**src/rtl/cordic_rot_iter.sv**
```systemverilog
// Iterative rotation-mode CORDIC: Q32.32 angle in, Q32.32 cosine/sine out,
// one micro-rotation per clock. valid/ready handshakes on both sides.
module cordic_rot_iter #(
    parameter int ITER = 32
) (
    input  logic        clk_i,
    input  logic        rst_i,
    input  logic        valid_i,
    output logic        ready_o,
    input  logic [63:0] angle_i,
    output logic        valid_o,
    input  logic        ready_i,
    output logic [63:0] cos_o,
    output logic [63:0] sin_o,
    output logic        range_err_o
);

    // Handshake: a transfer happens on a rising edge where valid and ready are
    // both high; ready_o is high only in IDLE, valid_o only in DONE.
    typedef enum logic [1:0] {
        ST_IDLE = 2'd0,
        ST_RUN  = 2'd1,
        ST_DONE = 2'd2
    } state_t;

    localparam logic [4:0]         LAST_IDX = 5'(ITER - 1);
    localparam logic signed [63:0] K_INIT   = 64'sh0000_0000_9B74_EDA8;
    localparam logic signed [63:0] HALF_PI  = 64'sh0000_0001_921F_B544;

    state_t             state_q, state_d;
    logic signed [63:0] x_q, x_d;
    logic signed [63:0] y_q, y_d;
    logic signed [63:0] z_q, z_d;
    logic [4:0]         i_q, i_d;
    logic               range_err_q, range_err_d;
    logic signed [63:0] atan_val;
    logic signed [63:0] x_sh;
    logic signed [63:0] y_sh;
    logic signed [63:0] angle_s;

    assign angle_s = $signed(angle_i);
    assign x_sh    = x_q >>> i_q;
    assign y_sh    = y_q >>> i_q;

    // round(atan(2^-i) * 2^32); from i = 11 on this is exactly 2^(32-i).
    always_comb begin
        atan_val = 64'sd0;
        case (i_q)
            5'd0:  atan_val = 64'sh0000_0000_C90F_DAA2;
            5'd1:  atan_val = 64'sh0000_0000_76B1_9C16;
            5'd2:  atan_val = 64'sh0000_0000_3EB6_EBF2;
            5'd3:  atan_val = 64'sh0000_0000_1FD5_BA9B;
            5'd4:  atan_val = 64'sh0000_0000_0FFA_ADDC;
            5'd5:  atan_val = 64'sh0000_0000_07FF_556F;
            5'd6:  atan_val = 64'sh0000_0000_03FF_EAAB;
            5'd7:  atan_val = 64'sh0000_0000_01FF_FD55;
            5'd8:  atan_val = 64'sh0000_0000_00FF_FFAB;
            5'd9:  atan_val = 64'sh0000_0000_007F_FFF5;
            5'd10: atan_val = 64'sh0000_0000_003F_FFFF;
            5'd11: atan_val = 64'sh0000_0000_0020_0000;
            5'd12: atan_val = 64'sh0000_0000_0010_0000;
            5'd13: atan_val = 64'sh0000_0000_0008_0000;
            5'd14: atan_val = 64'sh0000_0000_0004_0000;
            5'd15: atan_val = 64'sh0000_0000_0002_0000;
            5'd16: atan_val = 64'sh0000_0000_0001_0000;
            5'd17: atan_val = 64'sh0000_0000_0000_8000;
            5'd18: atan_val = 64'sh0000_0000_0000_4000;
            5'd19: atan_val = 64'sh0000_0000_0000_2000;
            5'd20: atan_val = 64'sh0000_0000_0000_1000;
            5'd21: atan_val = 64'sh0000_0000_0000_0800;
            5'd22: atan_val = 64'sh0000_0000_0000_0400;
            5'd23: atan_val = 64'sh0000_0000_0000_0200;
            5'd24: atan_val = 64'sh0000_0000_0000_0100;
            5'd25: atan_val = 64'sh0000_0000_0000_0080;
            5'd26: atan_val = 64'sh0000_0000_0000_0040;
            5'd27: atan_val = 64'sh0000_0000_0000_0020;
            5'd28: atan_val = 64'sh0000_0000_0000_0010;
            5'd29: atan_val = 64'sh0000_0000_0000_0008;
            5'd30: atan_val = 64'sh0000_0000_0000_0004;
            5'd31: atan_val = 64'sh0000_0000_0000_0002;
            default: atan_val = 64'sd0;
        endcase
    end

    always_comb begin
        state_d     = state_q;
        x_d         = x_q;
        y_d         = y_q;
        z_d         = z_q;
        i_d         = i_q;
        range_err_d = range_err_q;
        case (state_q)
            ST_IDLE: begin
                if (valid_i) begin
                    state_d     = ST_RUN;
                    x_d         = K_INIT;
                    y_d         = 64'sd0;
                    z_d         = angle_s;
                    i_d         = 5'd0;
                    range_err_d = (angle_s > HALF_PI) || (angle_s < -HALF_PI);
                end
            end
            ST_RUN: begin
                if (!z_q[63]) begin
                    x_d = x_q - y_sh;
                    y_d = y_q + x_sh;
                    z_d = z_q - atan_val;
                end else begin
                    x_d = x_q + y_sh;
                    y_d = y_q - x_sh;
                    z_d = z_q + atan_val;
                end
                // The counter parks on the last index so it never wraps at ITER = 32.
                if (i_q == LAST_IDX) begin
                    state_d = ST_DONE;
                end else begin
                    i_d = i_q + 5'd1;
                end
            end
            ST_DONE: begin
                if (ready_i) begin
                    state_d = ST_IDLE;
                end
            end
            default: state_d = ST_IDLE;
        endcase
    end

    always_ff @(posedge clk_i or posedge rst_i) begin
        if (rst_i) begin
            state_q     <= ST_IDLE;
            x_q         <= 64'sd0;
            y_q         <= 64'sd0;
            z_q         <= 64'sd0;
            i_q         <= 5'd0;
            range_err_q <= 1'b0;
        end else begin
            state_q     <= state_d;
            x_q         <= x_d;
            y_q         <= y_d;
            z_q         <= z_d;
            i_q         <= i_d;
            range_err_q <= range_err_d;
        end
    end

    assign ready_o     = (state_q == ST_IDLE);
    assign valid_o     = (state_q == ST_DONE);
    assign cos_o       = x_q;
    assign sin_o       = y_q;
    assign range_err_o = range_err_q;

endmodule

```
**config.mk**
```make
export PLATFORM = sky130hd
export DESIGN_NAME = cordic_rot_iter
export DESIGN_NICKNAME = d
export VERILOG_FILES = /design/src/rtl/cordic_rot_iter.sv
export SDC_FILE = /design/constraint.sdc
export NUM_CORES = 2
export LEC_CHECK = 0
export CAP_MARGIN = 20
export CORE_MARGIN = 3
export CORE_UTILIZATION = 47
export DETAILED_ROUTE_END_ITERATION = 6
export GPL_TIMING_DRIVEN = 0
export PLACE_DENSITY = 0.65
export SYNTH_ARGS = -nofsm -noshare
export SYNTH_HDL_FRONTEND = slang
export SYNTH_SLANG_ARGS = --single-unit
```
**constraint.sdc**
```tcl
create_clock -name clk_i -period 10.8 [get_ports clk_i]
set_input_delay 2.16 -clock clk_i [delete_from_list [all_inputs] [get_ports clk_i]]
set_output_delay 2.16 -clock clk_i [all_outputs]
set_load 0.02 [all_outputs]
```
==> flow_summary.json <==
{
  "critical_path.max_fanout": 11,
  "routed-via-count": 42000,
  "dr_vias_cell": 7.66,
  "final_number_of_max_transition_violations": 3,
  "synth_seq_cells": 200,
  "timing_worst_slew_pin_value_ns": 1.52,
  "synth.avg_cell_area_um2": 7.86,
  "initial_antenna_violation_count": 19,
  "synth.cell_area_um2": 33400,
  "timing.rr.start": "i_q[2]$_DFFE_PP0P_",
  "clock-sinks": 200,
  "postCtsSetupBuffers": 0,
  "cts.htree.levels": 4,
  "ys_warn_count": 0,
  "grt_start_max_net_pins": 115,
  "io_pins": 199,
  "crit_path_end_kind": "flop",
  "first_global_vias": 38800,
  "detailedRoute.firstIterationViolations": 7172,
  "die_h_um": 273,
  "timing.final.ws_setup_ns": -0.349,
  "timing.critical_path.max_delay_family": "buffers and inverters",
  "synth.yosys.seq_area_share": 0.150,
  "post_synth_num_cell_types": 96,
  "grt_first_pass_wirelength_um": 295000,
  "synth.cells.most_frequent": "483 x sky130_fd_sc_hd__nand2_1, 402 x sky130_fd_sc_hd__a21oi_1, 322 x sky130_fd_sc_hd__o21ai_0, 316 x sky130_fd_sc_hd__nor2_1, 218 x sky130_fd_sc_hd__ha_1",
  "dp.final_hpwl_um": 165000,
  "synthArstFlopShare": 1.00,
  "slew_headroom": -0.0144,
  "critical_path_startpoint_category": "flop",
  "clock.fmax_mhz": 89.7,
  "grt.overflow.total": 0,
  "finalCriticalPeriod_ns": 11.15,
  "cpMaxStageDelayCell": "sky130_fd_sc_hd__buf_1",
  "crit_required_ns": 11.29,
  "setup_viol_count_final": 7,
  "yosysMostFrequentCell": "sky130_fd_sc_hd__nand2_1",
  "post_route_cells_drive_above_1_share": 0.102,
  "final_cells": 5477,
  "fin_crit_sh": 1.03,
  "ys.flop_type": "sky130_fd_sc_hd__dfrtp_1",
  "clk_latency_ns": 0.56,
  "routed_wire_length_per_instance_um": 39.1,
  "critPathMaxStageDelay_ns": 0.89,
  "area_growth_syn_to_layout_pct": 13.7,
  "clkTransAtPathRegs_ns": 0.12,
  "design.die.area_um2": 74400,
  "critPathBufInv": 11,
  "failed_checks": "design-rule violations, max-slew violations, negative setup slack",
  "antenna_violation_net_count_after_detailed_routing": 0,
  "detail_route.first_pass.iterations": 7,
  "worstPathArrival_ns": 11.64,
  "core_area_um2": 70300,
  "post_layout_nets": 4787,
  "drcViolationCount": 21,
  "synth_cells": 4253,
  "cts_max_path_buffers": 2,
  "ctsRootBufferMaster": "sky130_fd_sc_hd__clkbuf_16",
  "post-synth-top-area-cell": "sky130_fd_sc_hd__dfrtp_1",
  "result_of_the_run": "finished with violations",
  "row_count": 97,
  "critPathLaunch": "i_q[2]$_DFFE_PP0P_",
  "tritoncts": "built",
  "mappedNetlistNets": 4542,
  "clock-skew-final_ns": 0.0400,
  "chipWidth_um": 273,
  "buffer_ports.inserted": 198,
  "synth_enable_flop_cells": 0,
  "gr-usage-all-layers": 0.560,
  "initial_core_utilization": 0.476,
  "criticalPathCategory": "flop to flop",
  "max_cap_viol": 0,
  "rsz0062_at_grt": "false",
  "post-place-cells": 5416,
  "cts_inserted_buffers": 17,
  "worstHoldStart": "z_q[13]$_DFFE_PP0P_",
  "top_post_synthesis_cells_by_area": "sky130_fd_sc_hd__dfrtp_1 15%, sky130_fd_sc_hd__mux4_2 9.6%, sky130_fd_sc_hd__ha_1 8.2%, sky130_fd_sc_hd__a21oi_1 6.0%, sky130_fd_sc_hd__nand2_1 5.4%",
  "hold_violations": 0,
  "synth_top_area_share": 0.150,
  "min_path_type": "flop to flop",
  "place_congestion": 1.14,
  "cpMostUsedCell": "sky130_fd_sc_hd__buf_2",
  "finalWirelength_um": 214000
}
[metrics by stage]
stage / area (um^2) / util / hold slack, ns / TNS [ns] / worst slack (ns)
CTS: 37700 / 0.536 / 0.503 / 0 / 0.0564
floorplan: 33400 / - / 0.456 / 0 / 2.93
global placement: 36600 / 0.521 / 0.468 / -53.62 / -1.55
finish: 38000 / 0.541 / 0.509 / -1.32 / -0.349
global route: 37900 / 0.540 / 0.539 / 0 / 0.0152
detailed placement: 37000 / 0.527 / 0.480 / -59.75 / -1.70
[worst paths after layout]
path                       depth (start not counted)  slack [ns]                    end
max                                               26       -0.35  cos_o[63]$_DFFE_PP0P_
min                                                2        0.51    z_q[13]$_DFFE_PP0P_
max reg2reg                                       26       -0.35  cos_o[63]$_DFFE_PP0P_
min reg2reg                                        2        0.51    z_q[13]$_DFFE_PP0P_
max in group asynchronous                          3        7.55     i_q[0]$_DFFE_PP0P_
min in group asynchronous                          2        2.07  cos_o[18]$_DFFE_PP0P_
[state kept, by name, summed over array words and instances, names as in the netlist]
| signal | count |
|---|---|
| sin_o | 64 |
| cos_o | 64 |
| z_q | 64 |
| state_q | 2 |
| range_err_o | 1 |
| i_q | 5 |
[what timing repair did]
item | 4_1_cts | 5_1_grt
hold buffers | 0 | 0
resized for setup | 13 | 23
endpoints found under the setup margin | 81 | 42
[tightest hold or removal path: stages (launching register included)]
cell and delay, ns:
sky130_fd_sc_hd__dfrtp_1 0.37, sky130_fd_sc_hd__nand2_1 0.05, sky130_fd_sc_hd__o21ai_0 0.06
[area by class of cell]
| class | instances | area (um^2) |
|---|---|---|
| Multi-Input combinational cell | 3673 | 26800 |
| Buffer | 285 | 1380 |
| Fill cell | 6469 | 32300 |
| Clock inverter | 14 | 214 |
| Antenna cell | 26 | 65.1 |
| Inverter | 85 | 327 |
| Timing Repair Buffer | 236 | 2600 |
| Sequential cell | 200 | 5010 |
| Clock buffer | 18 | 439 |
| Tap cell | 940 | 1180 |
[routing by layer]
| metal | global-route usage | vias to the layer above | routed length, um |
|---|---|---|---|
| met5 | 0 | - | 56 |
| met4 | 0.462 | 8 | 22700 |
| met3 | 0.258 | 1204 | 31700 |
| met2 | 0.787 | 4083 | 85200 |
| met1 | 0.646 | 20100 | 74600 |
| li1 | - | 16600 | - |
[placed cells by master, fill, tap and decap left out, types with 45 or more instances in the layout]
master                              n
sky130_fd_sc_hd__mux2i_1          139
sky130_fd_sc_hd__nor2b_1           58
sky130_fd_sc_hd__and3_1            45
sky130_fd_sc_hd__nor2_1           313
sky130_fd_sc_hd__a31oi_1           76
sky130_fd_sc_hd__mux4_2           143
sky130_fd_sc_hd__buf_2             53
sky130_fd_sc_hd__mux2_2            85
sky130_fd_sc_hd__nand2_1          483
sky130_fd_sc_hd__o21ai_0          321
sky130_fd_sc_hd__xnor2_1          178
sky130_fd_sc_hd__dfrtp_1          199
sky130_fd_sc_hd__inv_1             80
sky130_fd_sc_hd__o22ai_1          101
sky130_fd_sc_hd__xor2_1           143
sky130_fd_sc_hd__nand4_1           46
sky130_fd_sc_hd__clkbuf_1         167
sky130_fd_sc_hd__a21oi_1          401
sky130_fd_sc_hd__nand3_1           73
sky130_fd_sc_hd__nor3_1            49
sky130_fd_sc_hd__a21o_1           113
sky130_fd_sc_hd__clkdlybuf4s50_1  198
sky130_fd_sc_hd__ha_1             218
[kinds of logic (layout without fill, tap and decap cells)]
kind of cell / count (synthesis) / after routing / synth area share
flip-flops: 200 / 200 / 0.150
XOR/XNOR: 321 / 321 / 0.0841
adder cells (fa/ha/maj): 221 / 221 / 0.0834
other: 0 / 26 / 0
multiplexers: 370 / 370 / 0.168
buffers and inverters: 380 / 638 / 0.0500
AO/OA/AOI/OAI: 1483 / 1483 / 0.286
AND/OR/NAND/NOR: 1278 / 1278 / 0.180
Power is left out: the tool's default activity adds up to more than one toggle a clock period on the data nets, which glitch-free logic cannot reach.
